**config.mk**
```make
export PLATFORM = sky130hd
export DESIGN_NAME = fifo_wptr_full
export DESIGN_NICKNAME = d
export VERILOG_FILES = /design/src/rtl/fifo_pkg.sv /design/src/rtl/fifo_sync_r2w.sv /design/src/rtl/fifo_wptr_full.sv
export SDC_FILE = /design/constraint.sdc
export NUM_CORES = 1
export LEC_CHECK = 0
export BUFFER_PORTS_ARGS = -buffer_cell sky130_fd_sc_hd__buf_2
export CORE_MARGIN = 2
export CORE_UTILIZATION = 53
export CTS_BUF_LIST = sky130_fd_sc_hd__clkbuf_8
export CTS_CLUSTER_DIAMETER = 120
export CTS_CLUSTER_SIZE = 40
export DETAILED_ROUTE_END_ITERATION = 10
export PLACE_DENSITY = 0.8
export SLEW_MARGIN = 20
export SYNTH_ARGS = -nofsm -noshare
export SYNTH_HDL_FRONTEND = slang
export SYNTH_SLANG_ARGS = --single-unit
export TNS_END_PERCENT = 1
```
**constraint.sdc**
```tcl
create_clock -name wclk -period 2.1 [get_ports wclk]
set_input_delay 0.525 -clock wclk [delete_from_list [all_inputs] [get_ports wclk]]
set_output_delay 0.525 -clock wclk [all_outputs]
set_load 0.01 [all_outputs]
```
**src/rtl/fifo_pkg.sv**
```systemverilog
// Shared helpers for the async FIFO pointer stages: Gray/binary conversion and defaults.
// The conversions work at a fixed maximum width; callers zero-extend and truncate to their own width.
package fifo_pkg;

  localparam int ADRRSIZE_DEF = 3;
  localparam int PTR_MAX      = 32;

  function automatic logic [PTR_MAX-1:0] bin2gray(input logic [PTR_MAX-1:0] b);
    return b ^ (b >> 1);
  endfunction

  // Zero upper bits leave the prefix XOR unaffected, so any narrower width converts correctly.
  function automatic logic [PTR_MAX-1:0] gray2bin(input logic [PTR_MAX-1:0] g);
    logic [PTR_MAX-1:0] b;
    b[PTR_MAX-1] = g[PTR_MAX-1];
    for (int i = PTR_MAX - 2; i >= 0; i--) begin
      b[i] = b[i+1] ^ g[i];
    end
    return b;
  endfunction

endpackage

```
**src/rtl/fifo_sync_r2w.sv**
```systemverilog
// Two-flop synchroniser bringing the Gray read pointer into the write clock domain.
module fifo_sync_r2w #(
  parameter int W = 4
) (
  input  logic         wclk,
  input  logic         wrst_n,
  input  logic [W-1:0] rptr_gray,
  output logic [W-1:0] wq2_rptr
);

  logic [W-1:0] sync_p0;

  // first flop may go metastable; second flop gives it a full cycle to settle
  always_ff @(posedge wclk or negedge wrst_n) begin
    if (!wrst_n) begin
      sync_p0  <= '0;
      wq2_rptr <= '0;
    end else begin
      sync_p0  <= rptr_gray;
      wq2_rptr <= sync_p0;
    end
  end

endmodule

```
**src/rtl/fifo_wptr_full.sv**
```systemverilog
// Write-side pointer, full / almost-full / level / sticky-overflow status of the async FIFO.
module fifo_wptr_full
  import fifo_pkg::*;
#(
  parameter int ADRRSIZE     = ADRRSIZE_DEF,
  parameter int AFULL_THRESH = 6
) (
  input  logic                wclk,
  input  logic                wrst_n,
  input  logic                winc,
  input  logic [ADRRSIZE:0]   rptr_gray,
  input  logic                woverflow_clr,
  output logic                wen,
  output logic [ADRRSIZE-1:0] waddr,
  output logic [ADRRSIZE:0]   wptr_gray,
  output logic                wfull,
  output logic                walmost_full,
  output logic [ADRRSIZE:0]   wlevel,
  output logic                woverflow
);

  localparam int PW = ADRRSIZE + 1;
  localparam int A  = ADRRSIZE;
  localparam logic [PW-1:0] AF_T = PW'(AFULL_THRESH);

  logic [PW-1:0] wptr_bin;
  logic [PW-1:0] bin_next;
  logic [PW-1:0] gray_next;
  logic [PW-1:0] wq2_rptr;
  logic [PW-1:0] rq2_bin;
  logic [PW-1:0] level_next;
  logic [PW-1:0] full_cmp;

  fifo_sync_r2w #(.W(PW)) u_sync (
    .wclk      (wclk),
    .wrst_n    (wrst_n),
    .rptr_gray (rptr_gray),
    .wq2_rptr  (wq2_rptr)
  );

  // Reset also masks the enable so memory is never written while pointers are held at 0.
  assign wen        = winc & ~wfull & wrst_n;
  assign waddr      = wptr_bin[ADRRSIZE-1:0];
  assign bin_next   = wptr_bin + PW'(wen);
  assign gray_next  = PW'(bin2gray(PTR_MAX'(bin_next)));
  assign rq2_bin    = PW'(gray2bin(PTR_MAX'(wq2_rptr)));
  assign level_next = bin_next - rq2_bin;
  // Full when write is one lap ahead: top two Gray bits inverted, the rest equal.
  assign full_cmp   = {~wq2_rptr[A:A-1], wq2_rptr[A-2:0]};

  // status registers, evaluated against the stale synchronised read pointer
  always_ff @(posedge wclk or negedge wrst_n) begin
    if (!wrst_n) begin
      wptr_bin     <= '0;
      wptr_gray    <= '0;
      wfull        <= 1'b0;
      walmost_full <= 1'b0;
      wlevel       <= '0;
      woverflow    <= 1'b0;
    end else begin
      wptr_bin     <= bin_next;
      wptr_gray    <= gray_next;
      wfull        <= (gray_next == full_cmp);
      walmost_full <= (level_next >= AF_T);
      wlevel       <= level_next;
      if (winc && wfull) begin
        woverflow <= 1'b1;
      end else if (woverflow_clr) begin
        woverflow <= 1'b0;
      end
    end
  end

endmodule

```
### Word level (Yosys, flattened, before mapping)

Cells that the tools add are included.

* register bits: 23
* input port bits: 8
* logic and storage cells: 24

* bitwise gates (word level): 8
* multiplexer cells: 2
* add/sub/neg operators: 2
* magnitude comparators: 1
* equal/unequal tests: 1
* reductions and logical operators: 2

Operators by type and width (number)
* adder 4 x 1 -> 4 bit: 1
* equality test 4 bit: 1
* >= comparator 4 x 3 -> 1 bit (second input constant): 1
* subtractor 4 bit: 1
* bitwise XOR 4 x 3 -> 4 bit: 1
* bitwise XOR 1 bit: 3
* AND 1 bit: 2
* 2-to-1 mux 1 bit: 2
* NOT 2 bit: 1
* nonzero test 2 bit: 1
* logical AND 1 bit: 1
* NOT 1 bit: 1

### Logic depth before layout (Yosys ltp)

Gate-level depths: netlist of run 1.

* depth after elaboration: 6
* gate-level depth with buffers: 9

### Modules after synthesis

A second synthesis of run 1 with hierarchy kept.

* cell total of the unflattened synthesis: 65
* area total of the unflattened synthesis: 890.9 um^2

By module, submodules not included
* fifo_wptr_full: instances 1, sequential area each 350.3 um^2, area each 690.7 um^2, cells each 57
* fifo_sync_r2w: instances 1, sequential area each 200.2 um^2, area each 200.2 um^2, cells each 8

### Least setup slack after synthesis of run 1

OpenSTA, ideal clock, no wires.

* path type: input to register
* from: in wrst_n
* to: reg walmost_full
* stages on the path: 9
* setup time: 0.127 ns
* path slack: -0.125 ns
* arrival time: 2.098 ns
* cell sequence: nand2_1 > nor2_1 > ha_1 > ha_1 > ha_1 > nor2b_1 > o21ai_0 > a21oi_1 > nand3b_1

* longest elaborated chain between the ends: 4

RTL lines
* start: declaration: RTL line fifo_wptr_full.sv:9 `input logic wrst_n,`
* AND 1 bit: RTL line fifo_wptr_full.sv:42 `assign wen = winc & ~wfull & wrst_n;`
* via wen: RTL line fifo_wptr_full.sv:13 `output logic wen,`
* adder 4 x 1 -> 4 bit: RTL line fifo_wptr_full.sv:44 `assign bin_next = wptr_bin + PW'(wen);`
* via bin_next[1]: RTL line fifo_wptr_full.sv:27 `logic [PW-1:0] bin_next;`
* subtractor 4 bit: RTL line fifo_wptr_full.sv:47 `assign level_next = bin_next - rq2_bin;`
* >= comparator 4 x 3 -> 1 bit: RTL line fifo_wptr_full.sv:64 `walmost_full <= (level_next >= AF_T);`
* end signal: assignment: RTL line fifo_wptr_full.sv:64
* end: declaration: RTL line fifo_wptr_full.sv:17 `output logic walmost_full,`

The timed path passes the listed nets, and every way through them passes these cells.
A chain may end at the register's enable or synchronous reset.

### Worst setup path in the final report of run 1

* from: reg u_sync.wq2_rptr[2]
* to: reg walmost_full

* longest elaborated chain between the ends: 5

RTL lines
* start: declaration: RTL line fifo_sync_r2w.sv:8 `output logic [W-1:0] wq2_rptr`
* start signal: assignment: RTL line fifo_sync_r2w.sv:20 `wq2_rptr <= sync_p0;`
* bitwise XOR 1 bit (*) (2 in a row): RTL line fifo_pkg.sv:17 `b[i] = b[i+1] ^ g[i];`
* bitwise XOR 1 bit: RTL line fifo_pkg.sv:17
* subtractor 4 bit (*): RTL line fifo_wptr_full.sv:47
* via level_next[1]: RTL line fifo_wptr_full.sv:31 `logic [PW-1:0] level_next;`
* >= comparator 4 x 3 -> 1 bit (*): RTL line fifo_wptr_full.sv:64

Mark *: on every way through the listed nets, which the timed path passes. The rest lies on a longest branch.

==> results of run 1 <==
[what timing repair did]
item	in CTS	in global routing
setup endpoints to repair	0	2
endpoints found under the hold margin	0	0
buffers inserted	0	2
resized for setup	0	6
[final timing paths]
path | slack [ns] | depth (start not counted) | endpoint | start
setup / recovery | 0.10 | 8 | walmost_full | u_sync.wq2_rptr[2]
max in group asynchronous | 1.64 | 2 | u_sync.sync_p0[1] | wrst_n
min in group wclk | 0.35 | 0 | u_sync.wq2_rptr[3] | u_sync.sync_p0[3]
hold reg to reg | 0.35 | 0 | u_sync.wq2_rptr[3] | u_sync.sync_p0[3]
hold / removal | 0.24 | 2 | woverflow | wrst_n
setup reg to reg | 0.10 | 8 | walmost_full | u_sync.wq2_rptr[2]
[flip-flops by register name, summed over array words and instances, names as in the netlist]
signal	cells
wptr_bin	4
u_sync.sync_p0	4
wlevel	4
u_sync.wq2_rptr	4
woverflow	1
wfull	1
walmost_full	1
wptr_gray	3
[layout by cell type, fill, tap and decap left out, drive strengths merged]
cell type  synthesis  final
clkbuf             0      3
xor2               5      5
ha                 5      5
inv                7      7
nor2               1      1
nand3              3      3
xnor2             10     10
nand3b             1      1
bufinv             0      1
or3                1      1
buf                0     30
o21ai              2      2
nand2b             1      1
a21boi             1      1
nand2              3      3
nor2b              1      1
fa                 1      1
dfrtp             22     22
a211oi             1      1
a21oi              1      1
[final cells by class]
type                    instances  area (µm²)
well taps                      16        20.0
fillers                        91         344
flip-flops and latches         22         551
repair buffers                 30         170
clock buffers                   3        41.3
multi-input cells              37         359
inverters                       7        26.3
clock inverters                 1        30.0
[power by group through the flow]
stage	sequential, mW	combinational [mW]	clock (mW)
floorplan	0.738	0.504	0
global placement	0.661	0.859	0
detailed placement	0.667	0.880	0
CTS	0.659	0.918	0.388
global route	0.677	1.10	0.406
finish	0.663	0.991	0.379
[critical path, stage by stage, from the launching register on]
cell and delay, ns:
dfrtp_1 0.42, xnor2_2 0.25, xor2_2 0.19, xnor2_1 0.09, ha_1 0.21, fa_2 0.54, inv_1 0.07, nand2_1 0.06
nand3b_1 0.07
[cell families (layout without fill, tap and decap cells)]
group	Yosys count	count (layout)	synth area share, %
buf+inv	7	41	2.95
compound gates	5	5	3.94
xor+xnor	15	15	15.6
flops	22	22	61.9
fa+ha+maj	6	6	9.28
simple gates	11	11	6.33
[routing by layer]
layer | vias to the layer above | share of wire [%] | wire [µm]
met1 | 279 | 43 | 686
li1 | 278 | - | -
met4 | 0 | 1.3 | 21
met5 | - | 0 | 0
met3 | 4 | 4.5 | 71
met2 | 17 | 51 | 815
[cells in the mapped netlist]
| master | instances | area [µm²] |
|---|---|---|
| nand2_1 | 3 | 11.3 |
| o21ai_0 | 2 | 10.0 |
| nand2b_1 | 1 | 6.26 |
| nor2_1 | 1 | 3.75 |
| dfrtp_1 | 22 | 551 |
| a21oi_1 | 1 | 5.00 |
| or3_1 | 1 | 6.26 |
| nand3b_1 | 1 | 7.51 |
| ha_1 | 5 | 62.6 |
| fa_1 | 1 | 20.0 |
| a211oi_2 | 1 | 12.5 |
| inv_1 | 7 | 26.3 |
| nor2b_1 | 1 | 6.26 |
| xnor2_1 | 10 | 87.6 |
| a21boi_0 | 1 | 7.51 |
| xor2_2 | 1 | 16.3 |
| nand3_1 | 3 | 15.0 |
| xor2_1 | 4 | 35.0 |
[through the flow]
step                util (%)  total power [mW]  std cells
global route            77.7              2.19        116
CTS                     74.7              1.97        114
finish                  77.7              2.03        116
floorplan                  -              1.24         66
global placement        70.0              1.52        110
detailed placement      70.0              1.55        110
==> flow_metrics.tcl, run 1 <==
set metrics [dict create \
    synth_area_um2 890 \
    die_area_mm2 0.00202 \
    wl_per_cell_um 13.8 \
    syn2layout_area_growth_pct 34.6 \
    drt_iter0_drc 3 \
    hold_slack_ns 0.240 \
    cts_root_buffer "clkbuf_8" \
    p_per_area_mw_per_mm2 1700 \
    p_leak_nw 0.589 \
    grtUsageMet2_pct 28.3 \
    design_area_mm2 0.00120 \
    synth_nets 80 \
    hold_path_class "in2async" \
    use_met3_pct 4.80 \
    clk_pin_slew_ns 0.08 \
    finClkSkew_ns 0.00621 \
    vias 578 \
    cts_buffers 3 \
    cts.sinks 22 \
    drv_slew 0 \
    setup_viol 0 \
    yosys_warnings 0 \
    switchingPower_mw 0.724 \
    required_ns 2.24 \
    io_pins 23 \
    synthesis.instances 66 \
    antenna-diode-count 0 \
    grt_pass1_wl_mm 2.33 \
    cts_tree "done" \
    start_util_pct 57.7 \
    max_clock_freq_ghz 0.500 \
    grt_pass1_vias 559 \
    grt_max_degree 23 \
    intPower_mw 1.31 \
    grt-ovfl-total 0 \
    drc_errors 0 \
    finalCritPeriodShare_pct 95.2 \
    rows 14 \
    dp_hpwl_um 970 \
    vias_per_cell 4.98 \
    crit_path_start_kind "register" \
    chipHeight_um 45.0 \
    ys_types 18 \
    peakVddDrop_mv 0.921 \
    die_w_um 45.0 \
    ys_ff_latch 22 \
    track_usage_pct 16.3 \
    layout-drive-gt1-share_pct 44.0 \
    critPathKind "reg2reg" \
    avgSynthCellArea_um2 13.5 \
    core-area_mm2 0.00154 \
    htree_levels 1 \
    cts.path.max_buffers 2 \
    place.gp.congestion 0.723 \
    ant_nets 0 \
    numPortBuffers 22 \
    routed_wl_mm 1.60 \
    comb_power_share_pct 48.7 \
    grt.busiest_layer "met2" \
    worstMarginPinSlew_ns 0.366 \
    clkLatencyLatePin_ns 0.26 \
    layout_setup_ws_ns 0.100 \
    p_seq_share_pct 32.6 \
    nNetsFinal 115 \
    fin_tns_setup_ns 0 \
    status "finished clean" \
    dpl_worst_slack_ns -0.0992 \
    final_hold_viol_count 0 \
    place_area_mm2 0.00108 \
    gr-usage-met1_pct 19.2 \
    worst_ep_arrival_time_ns 2.14 \
    slew-limit-headroom_pct 75.5 \
    max_cap_viol_count 0 \
    end_kind "register" \
    seq_area_frac_synth_pct 61.9 \
    antenna_found_initial 0 \
    dr.pass1.iters 3 \
    p_clk_share_pct 18.7 \
    path_max_fanout 2 \
    sw_frac_of_total_pct 35.6 \
    postCtsHoldBufs 0 \
    min_period_ns 2.00 \
]
No activity file was read; power rests on OpenSTA's default activity.
==> run 2: changes to the inputs <==
ABC_AREA = 1   (was unset)
CORE_UTILIZATION = 54   (was 53)
PLACE_DENSITY = 0.81   (was 0.8)
==> run 2 against run 1 <==
Against the previous run:
- register-to-register slack worse by 0.07 ns
- largest power group unchanged
- highest routed layer unchanged
- sequential share of layout area decreased by 2.1 points
- design area up 4.7%
==> flow_metrics.tcl, run 2 <==
set metrics [dict create \
    synth.largest_area_cell "dfrtp_1" \
    dp_hpwl_mm 1.24 \
    grt_max_degree 23 \
    ys_ff_latch 22 \
    yosysMostFrequentCell "nand2_1" \
    status "finished clean" \
    chipHeight_um 45.9 \
    synth_nets 107 \
    finClkSkew_ns 0.00374 \
    min_period_ns 2.07 \
    final_cell_mix "23 x nand2_1, 22 x buf_2, 22 x dfrtp_1" \
    max_clock_freq_ghz 0.484 \
    fin_tns_setup_ns 0 \
    final_hold_viol_count 0 \
    peakVddDrop_mv 1.14 \
    hold_slack_ns 0.241 \
    async_reset_ff_share_pct 100 \
    synth_top_cell_area_share_pct 58.2 \
    postCtsHoldBufs 0 \
    ys_top_cells_by_area "dfrtp_1 58%, nand2_1 9.5%, nand3_1 7.4%" \
    ys_types 16 \
    grt_pass1_vias 662 \
    drv_slew 0 \
    synth_area_um2 946 \
    setup_viol 0 \
    synth-edff-count 0 \
    track_usage_pct 19.6 \
    finalCritPeriodShare_pct 98.5 \
    cts.sinks 22 \
    grt-ovfl-total 0 \
    yosys_warnings 0 \
    die_w_um 45.9 \
    path_cells "xnor2_2 > xor2_2 > xor2_1 > ha_2 > fa_2 > inv_2 > nand2_2 > nand3_2" \
    syn2layout_area_growth_pct 32.5 \
    clk_pin_slew_ns 0.08 \
    io_pins 23 \
    critPathKind "reg2reg" \
    end_kind "register" \
    path_buf_inv 1 \
    die_area_mm2 0.00210 \
    synth_commonest_cells "24 x nand2_1, 22 x dfrtp_1, 15 x inv_1" \
    required_ns 2.25 \
    place.gp.congestion 0.759 \
    nNetsFinal 143 \
    hold_path_class "in2async" \
    final_common_cell "nand2_1" \
    antenna_found_initial 0 \
    p_per_area_mw_per_mm2 1610 \
    design_area_mm2 0.00125 \
    htree_levels 1 \
    wl_per_cell_um 13.3 \
    avgSynthCellArea_um2 10.2 \
    layout-drive-gt1-share_pct 38.3 \
    cts_tree "done" \
    grt_pass1_wl_mm 2.78 \
    worstMarginPinSlew_ns 0.290 \
    worst_ep_arrival_time_ns 2.22 \
    drc_errors 0 \
    p_leak_nw 0.685 \
    cp_top_family "adder cells" \
    slew-limit-headroom_pct 80.6 \
    place_area_mm2 0.00114 \
    cts_buffers 3 \
    numPortBuffers 22 \
    synth_ff_type "dfrtp_1" \
    rows 15 \
    seq_area_frac_synth_pct 58.2 \
    core-area_mm2 0.00169 \
    routed_wl_mm 1.92 \
    cts.path.max_buffers 2 \
    max_stage_delay_ns 0.54 \
    clkLatencyLatePin_ns 0.26 \
    start_util_pct 56.0 \
    antenna-diode-count 0 \
    vias_per_cell 5.05 \
    cp_slowest_cell "fa_2" \
    synthesis.instances 93 \
    crit_path_start_kind "register" \
    power_mw 2.02 \
    drt_iter0_drc 6 \
    vias 732 \
    dr.pass1.iters 4 \
    cts_root_buffer "clkbuf_8" \
    path_max_fanout 3 \
    rsz0062_at_grt "true" \
    ant_nets 0 \
    max_cap_viol_count 0 \
]
==> run 2: cell types whose count changed after synthesis, sizes merged, moves of 2 or more <==
cell	change
nand2	+22
nand3	+11
inv	+8
xnor2	-8
xor2	-2
==> run 2: worst paths after layout <==
check,startpoint,end,slack [ns],depth (start not counted)
setup / recovery,u_sync.wq2_rptr[2],walmost_full,0.03,8
hold / removal,wrst_n,u_sync.wq2_rptr[0],0.24,2
setup reg to reg,u_sync.wq2_rptr[2],walmost_full,0.03,8
hold reg to reg,u_sync.sync_p0[3],u_sync.wq2_rptr[3],0.35,0
max in group asynchronous,wrst_n,u_sync.sync_p0[2],1.64,2
min in group wclk,u_sync.sync_p0[3],u_sync.wq2_rptr[3],0.35,0
==> run 2: power breakdown <==
| group | total, mW | switching, mW | internal [mW] |
|---|---|---|---|
| Sequential | 0.639 | 0.0708 | 0.568 |
| Clock | 0.302 | 0.135 | 0.167 |
| Combinational | 1.08 | 0.596 | 0.487 |
==> run 2: layout make-up <==
cell class                      count  area (µm²)
Inverter                           15        56.3
Sequential cell                    22         551
Multi-Input combinational cell     56         393
Tap cell                           17        21.3
Fill cell                         118         435
Clock buffer                        4        55.1
Timing Repair Buffer               31         178
==> run 2: repair_timing <==
item	CTS	global route
resized for setup	0	9
setup buffers	0	3
setup endpoints to repair	0	3
==> run 2: per-layer routing <==
layer | vias to the layer above | share of wire (%) | global-route usage (%)
li1 | 359 | - | -
met5 | - | 0 | 0
met2 | 22 | 51 | 31.1
met4 | 0 | 3.4 | 14.3
met1 | 344 | 41 | 22.6
met3 | 7 | 3.6 | 4.76
==> run 2: metrics by stage <==
step                      setup slack, ns  util, %  instances
after CTS                          0.0487     70.6        142
after global routing              -0.0815     74.2        145
final                              0.0318     74.2        145
after global placement             -0.100     67.3        138
after floorplan                    0.0116        -         93
after detailed placement           -0.139     67.3        138
==> run 2: kinds of logic after synthesis <==
kind of cell               after synthesis  synth area share [%]
AOI/OAI and AO/OA                        3                  1.85
DFF                                     22                  58.2
adders and majority gates                6                  8.73
buffers and inverters                   15                  5.95
and+or+nand+nor                         42                  19.0
xor gates and xnor gates                 5                  6.22
==> run 2: worst reg2reg max path, stage by stage, from the launching register on <==
cell and delay, ns:
dfrtp_1 0.42, xnor2_2 0.30, xor2_2 0.22, xor2_1 0.10
ha_2 0.22, fa_2 0.54, inv_2 0.04, nand2_2 0.06
nand3_2 0.05
